`config.mk`:
```
export PLATFORM = sky130hd
export DESIGN_NAME = crc_frame_ctrl
export DESIGN_NICKNAME = d
export VERILOG_FILES = /design/src/rtl/crc_frame_ctrl.sv
export SDC_FILE = /design/constraint.sdc
export NUM_CORES = 1
export LEC_CHECK = 0
export ABC_AREA = 1
export CORE_MARGIN = 4
export CORE_UTILIZATION = 35
export CTS_CLUSTER_SIZE = 25
export DETAILED_ROUTE_END_ITERATION = 10
export GPL_TIMING_DRIVEN = 1
export SYNTH_ARGS = -nofsm -noshare
export SYNTH_HDL_FRONTEND = slang
export SYNTH_SLANG_ARGS = --single-unit
export TNS_END_PERCENT = 50
```
`constraint.sdc`:
```
create_clock -name CLK -period 3.3 [get_ports CLK]
set_input_delay 0.66 -clock CLK [delete_from_list [all_inputs] [get_ports CLK]]
set_output_delay 0.66 -clock CLK [all_outputs]
set_load 0.1 [all_outputs]
```
`src/rtl/crc_frame_ctrl.sv`:
```
// crc_frame_ctrl: feeds byte frames LSB-first into a serial CRC engine,
// gathers the serial CRC back into a word and reports underrun, engine
// timeout and short CRC bursts.
module crc_frame_ctrl #(
   parameter int DATA_WIDTH = 8,
   parameter int CRC_WIDTH  = 8,
   parameter int TIMEOUT    = 16
) (
   input  logic                  CLK,
   input  logic                  RST,
   input  logic [DATA_WIDTH-1:0] IN_DATA,
   input  logic                  IN_LAST,
   input  logic                  IN_VALID,
   output logic                  IN_READY,
   output logic [CRC_WIDTH-1:0]  OUT_CRC,
   output logic                  OUT_VALID,
   input  logic                  OUT_READY,
   output logic                  BUSY,
   output logic                  ERR,
   output logic [1:0]            ERR_CODE,
   output logic                  ENG_DATA,
   output logic                  ENG_ACTIVE,
   output logic                  ENG_RST_N,
   input  logic                  ENG_CRC,
   input  logic                  ENG_VALID
);

   localparam int BW = (DATA_WIDTH > 1) ? $clog2(DATA_WIDTH) : 1;
   localparam int CW = (CRC_WIDTH > 1) ? $clog2(CRC_WIDTH) : 1;
   localparam int TW = (TIMEOUT > 1) ? $clog2(TIMEOUT) : 1;
   localparam logic [BW-1:0] BIT_LAST  = BW'(DATA_WIDTH - 1);
   localparam logic [CW-1:0] CRC_LAST  = CW'(CRC_WIDTH - 1);
   localparam logic [TW-1:0] WAIT_LAST = TW'(TIMEOUT - 1);

   localparam logic [1:0] E_UNDERRUN = 2'd1;
   localparam logic [1:0] E_TIMEOUT  = 2'd2;
   localparam logic [1:0] E_SHORT    = 2'd3;

   typedef enum logic [2:0] {
      S_IDLE, S_RSTE, S_SHIFT, S_WAITV, S_COLLECT, S_DONE
   } state_t;

   state_t                state_q, state_d;
   logic [DATA_WIDTH-1:0] cur_q, cur_d, buf_q, buf_d;
   logic                  cur_last_q, cur_last_d, buf_last_q, buf_last_d;
   logic                  buf_full_q, buf_full_d;
   logic [BW-1:0]         bit_q, bit_d;
   logic [TW-1:0]         wait_q, wait_d;
   logic [CW-1:0]         col_q, col_d;
   logic [CRC_WIDTH-1:0]  crc_q, crc_d, crc_shift, out_crc_d;
   logic                  err_d;
   logic [1:0]            err_code_d;
   logic                  in_ready_d, hs;

   // First serial sample enters at the top and ends up in bit 0.
   assign crc_shift = {ENG_CRC, crc_q[CRC_WIDTH-1:1]};
   assign hs        = IN_VALID && IN_READY;

   // Next-state and next-output logic; registered outputs follow the next state.
   always_comb begin
      // NOTE: every signal driven here gets a default first, so no path can infer a latch.
      state_d    = state_q;
      cur_d      = cur_q;
      cur_last_d = cur_last_q;
      buf_d      = buf_q;
      buf_last_d = buf_last_q;
      buf_full_d = buf_full_q;
      bit_d      = bit_q;
      wait_d     = wait_q;
      col_d      = col_q;
      crc_d      = crc_q;
      out_crc_d  = OUT_CRC;
      err_d      = 1'b0;
      err_code_d = ERR_CODE;

      case (state_q)
         S_IDLE: begin
            if (hs) begin
               cur_d      = IN_DATA;
               cur_last_d = IN_LAST;
               buf_full_d = 1'b0;
               bit_d      = '0;
               state_d    = S_RSTE;
            end
         end
         S_RSTE: state_d = S_SHIFT;
         S_SHIFT: begin
            if (bit_q == BIT_LAST) begin
               if (cur_last_q) begin
                  wait_d  = '0;
                  state_d = S_WAITV;
               end else if (buf_full_q) begin
                  // Drain the prefetch buffer; a same-cycle handshake refills it.
                  cur_d      = buf_q;
                  cur_last_d = buf_last_q;
                  bit_d      = '0;
                  buf_full_d = hs;
                  if (hs) begin
                     buf_d      = IN_DATA;
                     buf_last_d = IN_LAST;
                  end
               end else if (hs) begin
                  // Word arrived exactly on time: go straight into the shifter.
                  cur_d      = IN_DATA;
                  cur_last_d = IN_LAST;
                  bit_d      = '0;
               end else begin
                  err_d      = 1'b1;
                  err_code_d = E_UNDERRUN;
                  state_d    = S_IDLE;
               end
            end else begin
               bit_d = bit_q + 1'b1;
               if (hs) begin
                  buf_d      = IN_DATA;
                  buf_last_d = IN_LAST;
                  buf_full_d = 1'b1;
               end
            end
         end
         S_WAITV: begin
            if (ENG_VALID) begin
               crc_d   = crc_shift;
               col_d   = CW'(1);
               state_d = S_COLLECT;
            end else if (wait_q == WAIT_LAST) begin
               err_d      = 1'b1;
               err_code_d = E_TIMEOUT;
               state_d    = S_IDLE;
            end else begin
               wait_d = wait_q + 1'b1;
            end
         end
         S_COLLECT: begin
            if (ENG_VALID) begin
               crc_d = crc_shift;
               if (col_q == CRC_LAST) begin
                  out_crc_d = crc_shift;
                  state_d   = S_DONE;
               end else begin
                  col_d = col_q + 1'b1;
               end
            end else begin
               err_d      = 1'b1;
               err_code_d = E_SHORT;
               state_d    = S_IDLE;
            end
         end
         S_DONE: if (OUT_READY) state_d = S_IDLE;
         default: state_d = S_IDLE;
      endcase

      // Ready in IDLE (not during an error pulse) or in SHIFT while the buffer
      // is empty or about to drain, as long as no word marked last is pending.
      in_ready_d = (state_d == S_IDLE && !err_d) ||
                   (state_d == S_SHIFT && !cur_last_d &&
                    (!buf_full_d || (bit_d == BIT_LAST && !buf_last_d)));
   end

   // Control state and all ports; synchronous reset returns everything to idle.
   always_ff @(posedge CLK) begin
      // NOTE: sequential state uses non-blocking assignments so every register samples pre-edge values.
      if (RST) begin
         state_q    <= S_IDLE;
         cur_last_q <= 1'b0;
         buf_full_q <= 1'b0;
         bit_q      <= '0;
         wait_q     <= '0;
         col_q      <= '0;
         IN_READY   <= 1'b0;
         OUT_CRC    <= '0;
         OUT_VALID  <= 1'b0;
         BUSY       <= 1'b0;
         ERR        <= 1'b0;
         ERR_CODE   <= 2'd0;
         ENG_DATA   <= 1'b0;
         ENG_ACTIVE <= 1'b0;
         ENG_RST_N  <= 1'b0;
      end else begin
         state_q    <= state_d;
         cur_last_q <= cur_last_d;
         buf_full_q <= buf_full_d;
         bit_q      <= bit_d;
         wait_q     <= wait_d;
         col_q      <= col_d;
         IN_READY   <= in_ready_d;
         OUT_CRC    <= out_crc_d;
         OUT_VALID  <= (state_d == S_DONE);
         BUSY       <= (state_d != S_IDLE);
         ERR        <= err_d;
         ERR_CODE   <= err_code_d;
         ENG_DATA   <= (state_d == S_SHIFT) ? cur_d[bit_d] : 1'b0;
         ENG_ACTIVE <= (state_d == S_SHIFT);
         ENG_RST_N  <= !(state_d == S_RSTE || err_d);
      end
   end

   // Payload registers; their contents only matter while the flags above mark them live.
   always_ff @(posedge CLK) begin
      // NOTE: data-only registers are left out of reset; valid/full flags qualify every use.
      cur_q      <= cur_d;
      buf_q      <= buf_d;
      buf_last_q <= buf_last_d;
      crc_q      <= crc_d;
   end

endmodule

```
==> results by group <==
Clock tree
  – Clock Latency Late Sink: 0.32 ns
  – Clock transition at path regs: 0.11 ns
  – Setup Buffers After CTS: 0
  – Clock Tree Buf Depth: 2
  – H-tree depth: 2
  – Root buffer cell: clkbuf_8
  – Clock Sinks: 56
  – CTS tree: yes
  – Quantity of gates resized following cts: 0
  – Post-CTS Hold Fix Bufs: 0
  – Total CTS buffers: 5

Placement
  – Dpl ws: 0.732 ns
  – Gpl congestion: 0.835
  – Post-DP HPWL: 4.61 mm
  – Port Buffer Count: 31
  – Placement-stage cell area: 3120 µm²
  – # placed instances: 498

Drt
  – Via count: 2414
  – Wire per inst: 12.3 µm
  – Detailed Route WL: 6.21 mm
  – Antenna-violating nets left: 0
  – Detailed Routing Iterations Pass 1: 4
  – DRC violation count after routing: 0
  – Initial drt markers: 124
  – DR vias/cell: 4.77

Power
  – LEAKAGE: 0.00143 µW
  – Pwr per Cell Area: 549 nW/µm²
  – Final Power: 1760 µW
  – Peak supply drop: 0.000264 V

Timing
  – Tmin final: 2.38 ns
  – Max Clock Skew: 0.0104 ns
  – Slew @ Worst Pin: 0.510 ns
  – Max-slew violation count: 0
  – RSZ-0062 raised after global routing: no
  – Final setup violation count: 0
  – Achievable Freq: 420 MHz
  – Period Utilization, post-route: 72.1%
  – Hold Fails Final Rpt: 0
  – Min setup slack post-route: 0.922 ns
  – TNS Setup: 0 ns
  – Slew margin rel.: 65.7%

Synth
  – Top cell type's share of synthesized area: 29.7%
  – Synth Register Bits: 56
  – Register area share after synthesis: 46.0%
  – Synth unique cells: 30
  – Mean post-synth cell area: 7.39 µm²
  – Post-synth top area cell: dfxtp_1
  – Synth Instances: 374
  – Ys Warns: 0
  – Largest cells by area after synthesis: dfxtp_1, edfxtp_1, nand2_1, a21oi_1, nand3_1
  – Cell Area, Synth: 2770 µm²
  – Syn Nets: 394

Critical path
  – WP data arrival: 2.60 ns
  – Crit path max fanout: 14
  – Crit path max-delay family: simple AND/OR/NAND/NOR gates
  – Max stage delay on crit path: 0.43 ns
  – Crit start category: register
  – Worst Setup End Kind: register
  – Critical path class: reg2reg
  – Reg2reg start: bit_q[0]
  – Slowest cell on crit path: nand2_1
  – CP required: 3.52 ns
  – Worst Setup SP: bit_q[0]
  – Critical path buffers and inverters: 1
  – Crit-path cells: ha_1 > ha_1 > nand2_1 > inv_1 > nor2_1 > nor2_1 > a21oi_1 > nand2_1 > nand3_1 > nand3_1 > nand2_1 > nor2_1

Die
  – Die span in x: 96.9 µm
  – Top-Level Pins: 32
  – Die height: 96.9 µm
  – Die ar.: 9390 µm²
  – FP Rows: 32
  – Initial core utilization: 36.0%
  – Core area: 7690 µm²

Final layout
  – Layout fillers: 821
  – Most frequent cells in the layout: nand2_1, a21oi_1, dfxtp_1, nor2_1, inv_1
  – Net total in the final layout: 423
  – Area growth syn-to-layout: 16.2%
  – Commonest non-fill, non-tap cell in the layout: nand2_1
  – # diodes: 0
  – Layout cell share with drive strength beyond 1: 12.6%
  – Finished Layout Cells: 506
  – Area of all placed cells without fillers: 3210 µm²

Worst hold path
  – Hold Crit Start: crc_q[5]
  – Worst hold-check path type: reg2reg

Global route
  – Initial antenna violation count: 0
  – Wire length of the first global-routing pass: 10.4 mm
  – Vias in the first global route: 2208
  – GRT overflow: 0
  – Total Routing Usage GR: 13.4%
  – Pin count of the biggest net entering global routing: 20

Job
  – Max-cap viol count: 0

Run status
  – Status: finished clean
[worst paths after layout]
check	to	slack [ns]	depth (start not counted)
setup / recovery	ENG_DATA	0.92	12
setup reg to reg	ENG_DATA	0.92	12
hold / removal	crc_q[4]	0.46	0
hold reg to reg	crc_q[4]	0.46	0
[cells by family (layout without fill, tap and decap cells)]
family / count (synthesis) / in the layout / synth area share [%]
buf+inv: 56 / 86 / 8.14
fa+ha+maj: 5 / 5 / 2.26
compound gates: 56 / 56 / 11.4
flops: 56 / 56 / 46.0
simple gates: 201 / 201 / 32.3
[synth_stat cells]
master    count
ha_1          5
nand2_1     104
nor2_2        4
a21oi_1      43
nand2_8       1
a21boi_0      1
nor3_4        1
or2_0         1
inv_1        38
nand3_1      32
inv_2         7
buf_1         1
o22ai_1       1
nand2_4       1
o21ai_0       5
nand3_4       1
nor2_4        1
buf_2         6
buf_6         1
clkbuf_1      3
o211ai_1      1
dfxtp_1      41
a21oi_4       2
nor2_1       39
nand2_2       5
o21ai_1       1
nor3_1       10
edfxtp_1     15
or2_2         1
a211oi_1      2
[metal layers]
metal | vias to the layer above | routed length [µm] | GRT usage (%)
li1 | 1264 | - | -
met1 | 1089 | 3080 | 18.8
met2 | 54 | 2740 | 20.3
met3 | 7 | 302 | 3.17
met4 | 0 | 85 | 4.10
met5 | - | 0 | 0
[metrics by stage]
step / hold slack (ns) / util, %
after floorplan: 0.427 / -
after global placement: 0.433 / 40.6
after detailed placement: 0.437 / 40.6
after CTS: 0.464 / 41.8
after global routing: 0.475 / 41.8
final: 0.464 / 41.8
[area by class of cell]
class                      count  area [µm²]  area share, %
clock buffer                   5        68.8           2.14
clock inverter                 3        25.0          0.779
inverter                      45         169           5.26
multi-input combinational    262        1270           39.5
sequential                    56        1270           39.6
tap                          102         128           3.97
timing repair buffer          33         283           8.80
[where the power goes]
part	switching (µW)	total (µW)	internal [µW]
clock network	242	397	155
registers	51.5	831	780
logic	369	536	167
[state kept, by name, summed over array words and instances, names as in the netlist, 2 cells and up]
register / flops
col_q: 3
cur_q: 8
crc_q: 7
OUT_CRC: 8
wait_q: 4
state_q: 3
buf_q: 8
bit_q: 3
ERR_CODE: 2
(Power assumes the default switching activity.)
